$ cat config.mk
export PLATFORM = sky130hd
export DESIGN_NAME = ram_fifo_ctrl
export DESIGN_NICKNAME = d
export VERILOG_FILES = /design/src/rtl/ram_fifo_ctrl_pkg.sv /design/src/rtl/ram_fifo_ctrl_fifo_ptr.sv /design/src/rtl/ram_fifo_ctrl.sv
export SDC_FILE = /design/constraint.sdc
export NUM_CORES = 1
export LEC_CHECK = 0
export BUFFER_PORTS_ARGS = -buffer_cell sky130_fd_sc_hd__clkbuf_2
export CELL_PAD_IN_SITES_DETAIL_PLACEMENT = 0
export CELL_PAD_IN_SITES_GLOBAL_PLACEMENT = 2
export CORE_MARGIN = 5
export CORE_UTILIZATION = 28
export DETAILED_ROUTE_END_ITERATION = 12
export PLACE_DENSITY_LB_ADDON = 0.1
export SLEW_MARGIN = 5
export SYNTH_ARGS = -nofsm -noshare
export SYNTH_HDL_FRONTEND = slang
export SYNTH_SLANG_ARGS = --single-unit
$ cat constraint.sdc
create_clock -name CLK -period 3.9 [get_ports CLK]
set_input_delay 0.78 -clock CLK [delete_from_list [all_inputs] [get_ports CLK]]
set_output_delay 0.78 -clock CLK [all_outputs]
set_load 0.01 [all_outputs]
$ cat src/rtl/ram_fifo_ctrl_pkg.sv
// Shared constants and types for the RAM-backed FIFO controller.
package ram_fifo_ctrl_pkg;

  localparam int unsigned DEF_ADDR_WIDTH = 2;
  localparam int unsigned DEF_DATA_WIDTH = 1;

  // Wrap pointer: low DEF_ADDR_WIDTH bits address the RAM, MSB is the wrap bit.
  typedef logic [DEF_ADDR_WIDTH:0] ptr_t;

endpackage

$ cat src/rtl/ram_fifo_ctrl_fifo_ptr.sv
// Enabled modulo-2**WIDTH counter with synchronous active-high reset.
module fifo_ptr #(
  parameter int unsigned WIDTH = 3
) (
  input  logic             clk,
  input  logic             rst,
  input  logic             en,
  output logic [WIDTH-1:0] ptr
);

  logic [WIDTH-1:0] ptr_d;
  logic [WIDTH-1:0] ptr_q;

  // Next pointer: advance by one on enable, wrapping naturally at 2**WIDTH.
  always_comb begin
    ptr_d = ptr_q;
    if (en) ptr_d = ptr_q + WIDTH'(1);
  end

  // Pointer register with synchronous reset to zero.
  always_ff @(posedge clk) begin
    if (rst) ptr_q <= '0;
    else     ptr_q <= ptr_d;
  end

  assign ptr = ptr_q;

endmodule

$ cat src/rtl/ram_fifo_ctrl.sv
// FIFO controller driving an external RAM with combinational read data.
// Stored words live only in the RAM; this block holds the two wrap pointers.
module ram_fifo_ctrl
  import ram_fifo_ctrl_pkg::*;
#(
  parameter int unsigned ADDR_WIDTH = DEF_ADDR_WIDTH,
  parameter int unsigned DATA_WIDTH = DEF_DATA_WIDTH
) (
  input  logic                  CLK,
  input  logic                  RESET,
  input  logic [DATA_WIDTH-1:0] in_data,
  input  logic                  in_valid,
  output logic                  in_ready,
  output logic [DATA_WIDTH-1:0] out_data,
  output logic                  out_valid,
  input  logic                  out_ready,
  output logic [ADDR_WIDTH-1:0] WADDR,
  output logic [DATA_WIDTH-1:0] WDATA,
  output logic                  WE,
  output logic [ADDR_WIDTH-1:0] RADDR,
  input  logic [DATA_WIDTH-1:0] RDATA,
  output logic [ADDR_WIDTH:0]   count,
  output logic                  full,
  output logic                  empty
);

  logic [ADDR_WIDTH:0] wr_ptr;
  logic [ADDR_WIDTH:0] rd_ptr;
  logic                push;
  logic                pop;

  // Handshakes and status flags, all derived from the registered pointers.
  always_comb begin
    full      = (wr_ptr[ADDR_WIDTH] != rd_ptr[ADDR_WIDTH]) &&
                (wr_ptr[ADDR_WIDTH-1:0] == rd_ptr[ADDR_WIDTH-1:0]);
    empty     = (wr_ptr == rd_ptr);
    count     = wr_ptr - rd_ptr;
    in_ready  = ~full;
    out_valid = ~empty;
    push      = in_valid & in_ready;
    pop       = out_valid & out_ready;
  end

  // RAM port mapping; the write strobe is suppressed while reset is held.
  always_comb begin
    WADDR    = wr_ptr[ADDR_WIDTH-1:0];
    WDATA    = in_data;
    WE       = push & ~RESET;
    RADDR    = rd_ptr[ADDR_WIDTH-1:0];
    out_data = RDATA;
  end

  fifo_ptr #(.WIDTH(ADDR_WIDTH + 1)) u_wr_ptr (
    .clk (CLK),
    .rst (RESET),
    .en  (push),
    .ptr (wr_ptr)
  );

  fifo_ptr #(.WIDTH(ADDR_WIDTH + 1)) u_rd_ptr (
    .clk (CLK),
    .rst (RESET),
    .en  (pop),
    .ptr (rd_ptr)
  );

endmodule

[After elaboration in Yosys (flattened, before gate mapping)]
Cells that the tools add are included.
Word-level totals
  register bits: 6
  bits in latches: 0
  memory bits (writable): 0
  memory bits (read-only): 0
  input bits: 6
  output and inout port bits: 14
  word-level logic and storage cells: 15
  memories kept: 0
Operators by class
  add/subtract/negate cells: 3
  multipliers: 0
  div/mod/pow operators: 0
  $lt $le $gt $ge: 0
  eq/ne operators: 3
  shift operators: 0
  muxes and demuxes: 0
  bitwise logic cells: 6
  reduce and logical (&&, ||, !) cells: 1
Operators by type and width (number)
  $add 3x1->3 const B: 2
  $and 1x1->1: 3
  $eq 3x3->1: 1
  $not 1->1: 3
  $sub 3x3->3: 1
  $eq 2x2->1: 1
  $logic_and 1x1->1: 1
  $ne 1x1->1: 1

[Depth between registers and ports, before layout]
Gate-level depths: netlist of run 1.
  depth after elaboration: 5
  mapped depth: 5
  gate-level depth less buffers: 5

[By module]
Synthesis of run 1 repeated with hierarchy kept, for this count alone.
Second synthesis, totals
  cells, all modules: 45
  area total of the unflattened synthesis: 406.6 um^2
By module, submodules not included
  fifo_ptr: times used 2, cells an instance 11, area each 121.4 um^2
  ram_fifo_ctrl: times used 1, cells an instance 23, area each 163.9 um^2

[Least setup slack after synthesis of run 1]
Ideal clock, no wire load.
  kind: register to output
  start: register u_rd_ptr.ptr_q[1] (netlist: u_rd_ptr.ptr[1])
  end: output WE
  data arrival time: 1.402 ns
  path slack: 1.718 ns
  stages on the path, launching flop included: 6
  cell sequence: dfxtp_1 -> inv_1 -> ha_1 -> nand2_2 -> or2_4 -> and3_1
On the way
  longest elaborated chain between the ends: 5
Ends and longest elaborated chain
  start, declared: line ram_fifo_ctrl_fifo_ptr.sv:12  | logic [WIDTH-1:0] ptr_q;
  start signal, assigned: line ram_fifo_ctrl_fifo_ptr.sv:23  | else ptr_q <= ptr_d;
  $eq 2x2->1: line ram_fifo_ctrl.sv:35  | (wr_ptr[ADDR_WIDTH-1:0] == rd_ptr[ADDR_WIDTH-1:0]);
  $logic_and 1x1->1: line ram_fifo_ctrl.sv:34  | full = (wr_ptr[ADDR_WIDTH] != rd_ptr[ADDR_WIDTH]) &&
  $not 1->1: line ram_fifo_ctrl.sv:38  | in_ready = ~full;
  net in_ready: line ram_fifo_ctrl.sv:13  | output logic in_ready,
  $and 1x1->1: line ram_fifo_ctrl.sv:40  | push = in_valid & in_ready;
  $and 1x1->1: line ram_fifo_ctrl.sv:48  | WE = push & ~RESET;
  end, declared: line ram_fifo_ctrl.sv:19  | output logic WE,
The timed path passes the listed nets, and every way through them passes these cells.

[Worst setup path after layout of run 1]
  start: register u_wr_ptr.ptr_q[0] (netlist: u_wr_ptr.ptr[0])
  end: output WE
On the way
  longest elaborated chain between the ends: 5
Ends and longest elaborated chain (line)
  start, declared: ram_fifo_ctrl_fifo_ptr.sv:12
  start signal, assigned: ram_fifo_ctrl_fifo_ptr.sv:23
  $eq 2x2->1: ram_fifo_ctrl.sv:35
  $logic_and 1x1->1: ram_fifo_ctrl.sv:34
  $not 1->1: ram_fifo_ctrl.sv:38
  $and 1x1->1: ram_fifo_ctrl.sv:40
  $and 1x1->1: ram_fifo_ctrl.sv:48
Every way passes these cells.

==> results of run 1 <==
area by class of cell:
class	count	area (µm²)	area share, %
multi-input combinational	43	339	54.6
sequential	6	120	19.4
timing repair buffer	15	75.1	12.1
tap	27	33.8	5.44
inverter	8	30.0	4.84
clock buffer	3	22.5	3.63
per-layer routing:
| layer | track usage, % | vias up | part of all wire (%) |
|---|---|---|---|
| li1 | - | 253 | - |
| met1 | 11.6 | 233 | 44 |
| met2 | 15.5 | 15 | 48 |
| met3 | 5.26 | 0 | 8.1 |
| met4 | 3.73 | 0 | 0 |
| met5 | 0 | - | 0 |
cell families after synthesis:
group	after synthesis	share of synthesized area, %
AND/OR/NAND/NOR	25	28.6
buffers and inverters	16	15.4
AO/OA/AOI/OAI	10	13.6
flip-flops	6	22.1
adder cells (fa/ha/maj)	5	12.9
XOR/XNOR	2	4.61
multiplexers	1	2.76
worst max-delay path, stage by stage, from the launching register on:
cell      delay (ps)
dfxtp_1          420
inv_1             70
ha_1             390
nand2_2          170
or2_4            290
and3_1           170
clkbuf_2         120
sequential cells by signal (all words and copies together), names as in the netlist:
signal        cells
u_rd_ptr.ptr      3
u_wr_ptr.ptr      3
power breakdown:
group / leakage (nW) / total, mW / internal, mW / switching [mW]
combinational: 0.216 / 0.306 / 0.128 / 0.178
clock: 0.0138 / 0.0585 / 0.0349 / 0.0236
sequential: 0.0492 / 0.109 / 0.0803 / 0.0284
stage by stage:
stage	instances	instance area, µm²	total power [mW]	hold WS, ps
2_1_floorplan	65	543	0.330	505
3_3_place_gp	99	598	0.426	535
3_5_place_dp	99	598	0.422	552
4_1_cts	102	621	0.484	561
5_1_grt	102	621	0.524	590
6_report	102	621	0.473	557
final timing paths:
path / to / depth (start not counted) / slack, ps / start
worst max-delay path: WE / 6 / 1240 / u_wr_ptr.ptr[0]
worst min-delay path: u_wr_ptr.ptr[2] / 2 / 560 / u_wr_ptr.ptr[2]
worst max register to register: u_wr_ptr.ptr[2] / 5 / 2220 / u_wr_ptr.ptr[0]
worst min register to register: u_wr_ptr.ptr[2] / 2 / 560 / u_wr_ptr.ptr[2]
layout by cell type (no fill, tap or decap), drive strengths merged:
cell type	count
or2	1
ha	4
or3	1
clkbuf	18
or3b	1
a41oi	1
o211ai	1
xnor2	2
nand3b	2
inv	8
nor2	1
nor3b	3
dfxtp	6
nand3	3
and3	1
fa	1
o311ai	3
nand4b	1
nor2b	1
mux2	1
nand4bb	1
nand4	2
nor3	1
a31oi	5
nand2	6
==> results.py, run 1 <==
metrics = {
    "run_status": {
        "status": "finished clean",
    },
    "global_routing": {
        "grt_max_degree": 12,
        "grt_use_total_pct": 10.0,
        "antenna_found_initial": 0,
        "grt_overflow": 0,
        "grt_first_pass_wirelength_um": 2060,
        "first_global_vias": 439,
    },
    "layout": {
        "fillers": 218,
        "synthToLayoutAreaGrowth_pct": 14.3,
        "utilization_pct": 32.6,
        "finalNetCount": 88,
        "antenna_cells": 0,
        "drive_above_1_share_pct": 29.3,
    },
    "worst_setup_path": {
        "worstSetupEndpointType": "output port",
        "crit_arrival_ps": 1880,
        "worstPathMaxFanout": 10,
        "required_ps": 3120,
        "worstSetupPathType": "register to output port",
        "cp-start-kind": "register",
    },
    "drt": {
        "route.detailed.drc": 0,
        "vias": 501,
        "dr.pass1.iters": 4,
        "routed_wl_um": 1320,
        "drtAntennaViolNets": 0,
        "wl_per_cell_um": 13.0,
        "viasPerCell": 4.91,
        "drtIter0Drc": 4,
    },
    "clock_tree": {
        "clkSinkCount": 6,
        "tritoncts": "built",
        "cts_made_buffers": 3,
        "ctsHoldBuffers": 0,
        "clock_path_buffers": 2,
        "clkTransAtPathRegs_ps": 50,
        "cts_resized": 0,
        "htree_levels": 1,
        "clk_latency_ps": 240,
        "cts_setup_buffers": 0,
        "clock-root-buffer": "clkbuf_4",
    },
    "synth": {
        "ys_warn_count": 0,
        "ys_seq_area_share_pct": 22.1,
        "synth_area_leader_cell": "dfxtp_1",
        "syn_avg_cell_area_um2": 8.35,
        "synth_cell_types": 30,
        "synth-main-ff-cell": "dfxtp_1",
        "syn_nets": 76,
        "synthTopCellsByCount": "inv_1 (8), buf_4 (6), dfxtp_1 (6), a31oi_1 (5), nand2_1 (5)",
        "yosys.area.top_type_share_pct": 22.1,
        "yosysMostFrequentCell": "inv_1",
        "synth_edf_count": 0,
        "syn_area_um2": 543,
        "async_flop_share_pct": 0,
        "synth.area.top_cells": "dfxtp_1 (22%), ha_1 (9.2%), buf_4 (8.3%), a31oi_1 (5.8%), inv_1 (5.5%)",
        "netlist_instances": 65,
        "synth_seq_cells": 6,
    },
    "floorplanning": {
        "dieArea_um2": 2920,
        "io_pins": 20,
        "initial_utilization_pct": 28.6,
        "die_h_um": 54.0,
        "fp-row-count": 16,
        "die_x_um": 54.0,
        "core_area_um2": 1900,
    },
    "sta": {
        "worst_slew_pin_slew_ps": 591,
        "rsz0062_at_grt": "no",
        "fin_crit_ps": 2660,
        "finalSetupViolCount": 0,
        "fin_skew_ps": 3.47,
        "slew_headroom_pct": 60.4,
        "hold_viol": 0,
        "drv_slew": 0,
        "tns_ps": 0,
        "clock.fmax_ghz": 0.376,
        "setup_slack_ps": 1240,
        "period_share_pct": 68.2,
    },
    "pwr": {
        "power.leakage_nw": 0.279,
        "ir_worst_vdd_v": 0.000260,
        "cellPowerDensity_nw_per_um2": 762,
    },
    "job": {
        "maxCapViolations": 0,
    },
    "place": {
        "post-dp-hpwl_um": 1000,
        "place_congestion": 0.690,
        "pre_cts_ws_ps": 1480,
        "port_buffers": 15,
    },
    "hold_path": {
        "hold_path.class": "register to register",
    },
}
Power figures use the tool's default switching activity.
==> run 2: changes to the inputs <==
--- a/config.mk
+++ b/config.mk
@@ -9,7 +9,7 @@
 export CELL_PAD_IN_SITES_DETAIL_PLACEMENT = 0
 export CELL_PAD_IN_SITES_GLOBAL_PLACEMENT = 2
 export CORE_MARGIN = 5
-export CORE_UTILIZATION = 28
+export CORE_UTILIZATION = 23
 export DETAILED_ROUTE_END_ITERATION = 12
 export PLACE_DENSITY_LB_ADDON = 0.1
 export SLEW_MARGIN = 5
==> constraint.sdc (replaced) <==
create_clock -name CLK -period 2.4 [get_ports CLK]
set_input_delay 0.48 -clock CLK [delete_from_list [all_inputs] [get_ports CLK]]
set_output_delay 0.48 -clock CLK [all_outputs]
set_load 0.01 [all_outputs]
==> run 2 against run 1 <==
Combinational power grew 79%. Register-to-register slack got worse by 1500 ps. Flip-flop and latch count unchanged. Sequential share of layout area is 0.71 points lower. Critical path depth stayed put. Cell count is 3.9% higher. Largest cell class unchanged.
==> results.py, run 2 (synthesis results as in run 1) <==
metrics = {
    "run_status": {
        "status": "finished clean",
    },
    "clock_tree": {
        "cts_setup_buffers": 0,
        "clkTransAtPathRegs_ps": 50,
        "htree_levels": 1,
        "ctsHoldBuffers": 0,
        "clkSinkCount": 6,
        "tritoncts": "built",
        "cts_made_buffers": 3,
        "clk_latency_ps": 250,
        "cts_resized": 0,
        "clock-root-buffer": "clkbuf_4",
        "clock_path_buffers": 2,
    },
    "drt": {
        "routed_wl_um": 1340,
        "dr.pass1.iters": 3,
        "wl_per_cell_um": 12.7,
        "drtAntennaViolNets": 0,
        "viasPerCell": 4.68,
        "vias": 496,
        "drtIter0Drc": 9,
        "route.detailed.drc": 0,
    },
    "layout": {
        "synthToLayoutAreaGrowth_pct": 18.7,
        "final_common_cell": "clkbuf_2",
        "drive_above_1_share_pct": 32.1,
        "final_cell_mix": "clkbuf_2 (15), inv_1 (8), dfxtp_1 (6), nand2_1 (5), a31oi_1 (5)",
        "finalNetCount": 91,
        "antenna_cells": 0,
        "fillers": 266,
    },
    "pwr": {
        "power.leakage_nw": 0.294,
        "cellPowerDensity_nw_per_um2": 1270,
        "ir_worst_vdd_v": 0.000395,
        "switching_share_pct": 47.7,
        "power.share.sequential_pct": 20.6,
        "p_sw_mw": 0.389,
        "pwr-share-comb_pct": 67.0,
        "internal_power_mw": 0.427,
        "clockPowerShare_pct": 12.4,
    },
    "worst_setup_path": {
        "cp_slowest_cell": "dfxtp_1",
        "r2r_slack_ps": 710,
        "r2r-start": "u_wr_ptr.ptr[0]",
        "cp-start-kind": "register",
        "r2r_cells": 6,
        "worstSetupPathType": "register to output port",
        "crit_arrival_ps": 1730,
        "r2r-end": "u_wr_ptr.ptr[2]",
        "crit_chain": "inv_1 -> ha_1 -> nand2_2 -> or2_4 -> and3_1 -> clkbuf_2",
        "worstPathMaxFanout": 6,
        "required_ps": 1920,
        "worstSetupEndpointType": "output port",
        "critical_path.max_stage_delay_ps": 410,
    },
    "global_routing": {
        "first_global_vias": 499,
        "grtUsageMet1_pct": 10.2,
        "antenna_found_initial": 0,
        "met2_usage_pct": 14.8,
        "grt_use_total_pct": 8.98,
        "grt_max_degree": 12,
        "grtUsageMet3_pct": 4.61,
        "grt_first_pass_wirelength_um": 2330,
        "grt-busiest-layer": "met2",
        "grt_overflow": 0,
    },
    "sta": {
        "setup_slack_ps": 185,
        "hold_viol": 0,
        "rsz0062_at_grt": "no",
        "drv_slew": 0,
        "tns_ps": 0,
        "finalSetupViolCount": 0,
        "period_share_pct": 92.3,
        "slew_headroom_pct": 71.7,
        "clock.fmax_ghz": 0.451,
        "worst_slew_pin_slew_ps": 422,
        "fin_crit_ps": 2210,
        "fin_skew_ps": 1.61,
    },
    "floorplanning": {
        "io_pins": 20,
        "initial_utilization_pct": 24.3,
        "core_area_um2": 2230,
        "fp-row-count": 17,
        "die_h_um": 58.6,
        "die_x_um": 58.6,
        "dieArea_um2": 3430,
    },
    "place": {
        "pre_cts_ws_ps": 450,
        "port_buffers": 15,
        "post-dp-hpwl_um": 1080,
        "place_congestion": 0.737,
    },
    "hold_path": {
        "hold_depth": 2,
        "hold_path.class": "register to register",
        "hold_start": "u_rd_ptr.ptr[1]",
        "holdPathEnd": "u_rd_ptr.ptr[1]",
    },
    "job": {
        "maxCapViolations": 0,
    },
}
==> run 2: per-stage QoR <==
step | std cells | util, % | total power, mW | hold WS, ps | cell area [µm²]
after floorplan | 65 | - | 0.536 | 505 | 543
after global placement | 103 | 27.8 | 0.741 | 532 | 622
after detailed placement | 103 | 27.8 | 0.733 | 536 | 622
after CTS | 106 | 28.9 | 0.841 | 538 | 644
after global routing | 106 | 28.9 | 0.906 | 561 | 644
final | 106 | 28.9 | 0.817 | 534 | 644
==> run 2: final cells by class <==
cell class / count / area [µm²] / share of cell area [%]
Timing Repair Buffer: 18 / 97.6 / 15.1
Multi-Input combinational cell: 43 / 339 / 52.6
Clock buffer: 3 / 22.5 / 3.50
Tap cell: 28 / 35.0 / 5.44
Inverter: 8 / 30.0 / 4.66
Sequential cell: 6 / 120 / 18.6
==> run 2: critical path, delay by kind of cell, from the launching register on <==
kind,cells,cell delay (ps)
adder cells (fa/ha/maj),1,380
buffers and inverters,2,180
flip-flops,1,410
AND/OR/NAND/NOR,3,520
==> run 2: worst max path at each step <==
stage / from / to / slack, ps / depth (start not counted)
after floorplan: u_rd_ptr.ptr[1] / WE / 520 / 5
after global placement: u_wr_ptr.ptr[0] / WE / 480 / 6
after detailed placement: u_wr_ptr.ptr[0] / WE / 450 / 6
after CTS: u_wr_ptr.ptr[0] / WE / 170 / 6
after global routing: u_wr_ptr.ptr[0] / WE / 80 / 6
final: u_wr_ptr.ptr[0] / WE / 190 / 6
==> run 2: metal layers <==
layer / wire (µm) / share of wire [%]
met2: 631 / 47
met3: 81 / 6.0
met4: 4 / 0.30
met5: 0 / 0
met1: 624 / 46
==> run 2: power by group through the flow <==
stage / registers (mW) / clock network [mW] / logic, mW
final: 0.168 / 0.102 / 0.547
after global routing: 0.173 / 0.114 / 0.619
after CTS: 0.168 / 0.108 / 0.565
after detailed placement: 0.171 / 0 / 0.562
after global placement: 0.170 / 0 / 0.571
after floorplan: 0.166 / 0 / 0.371
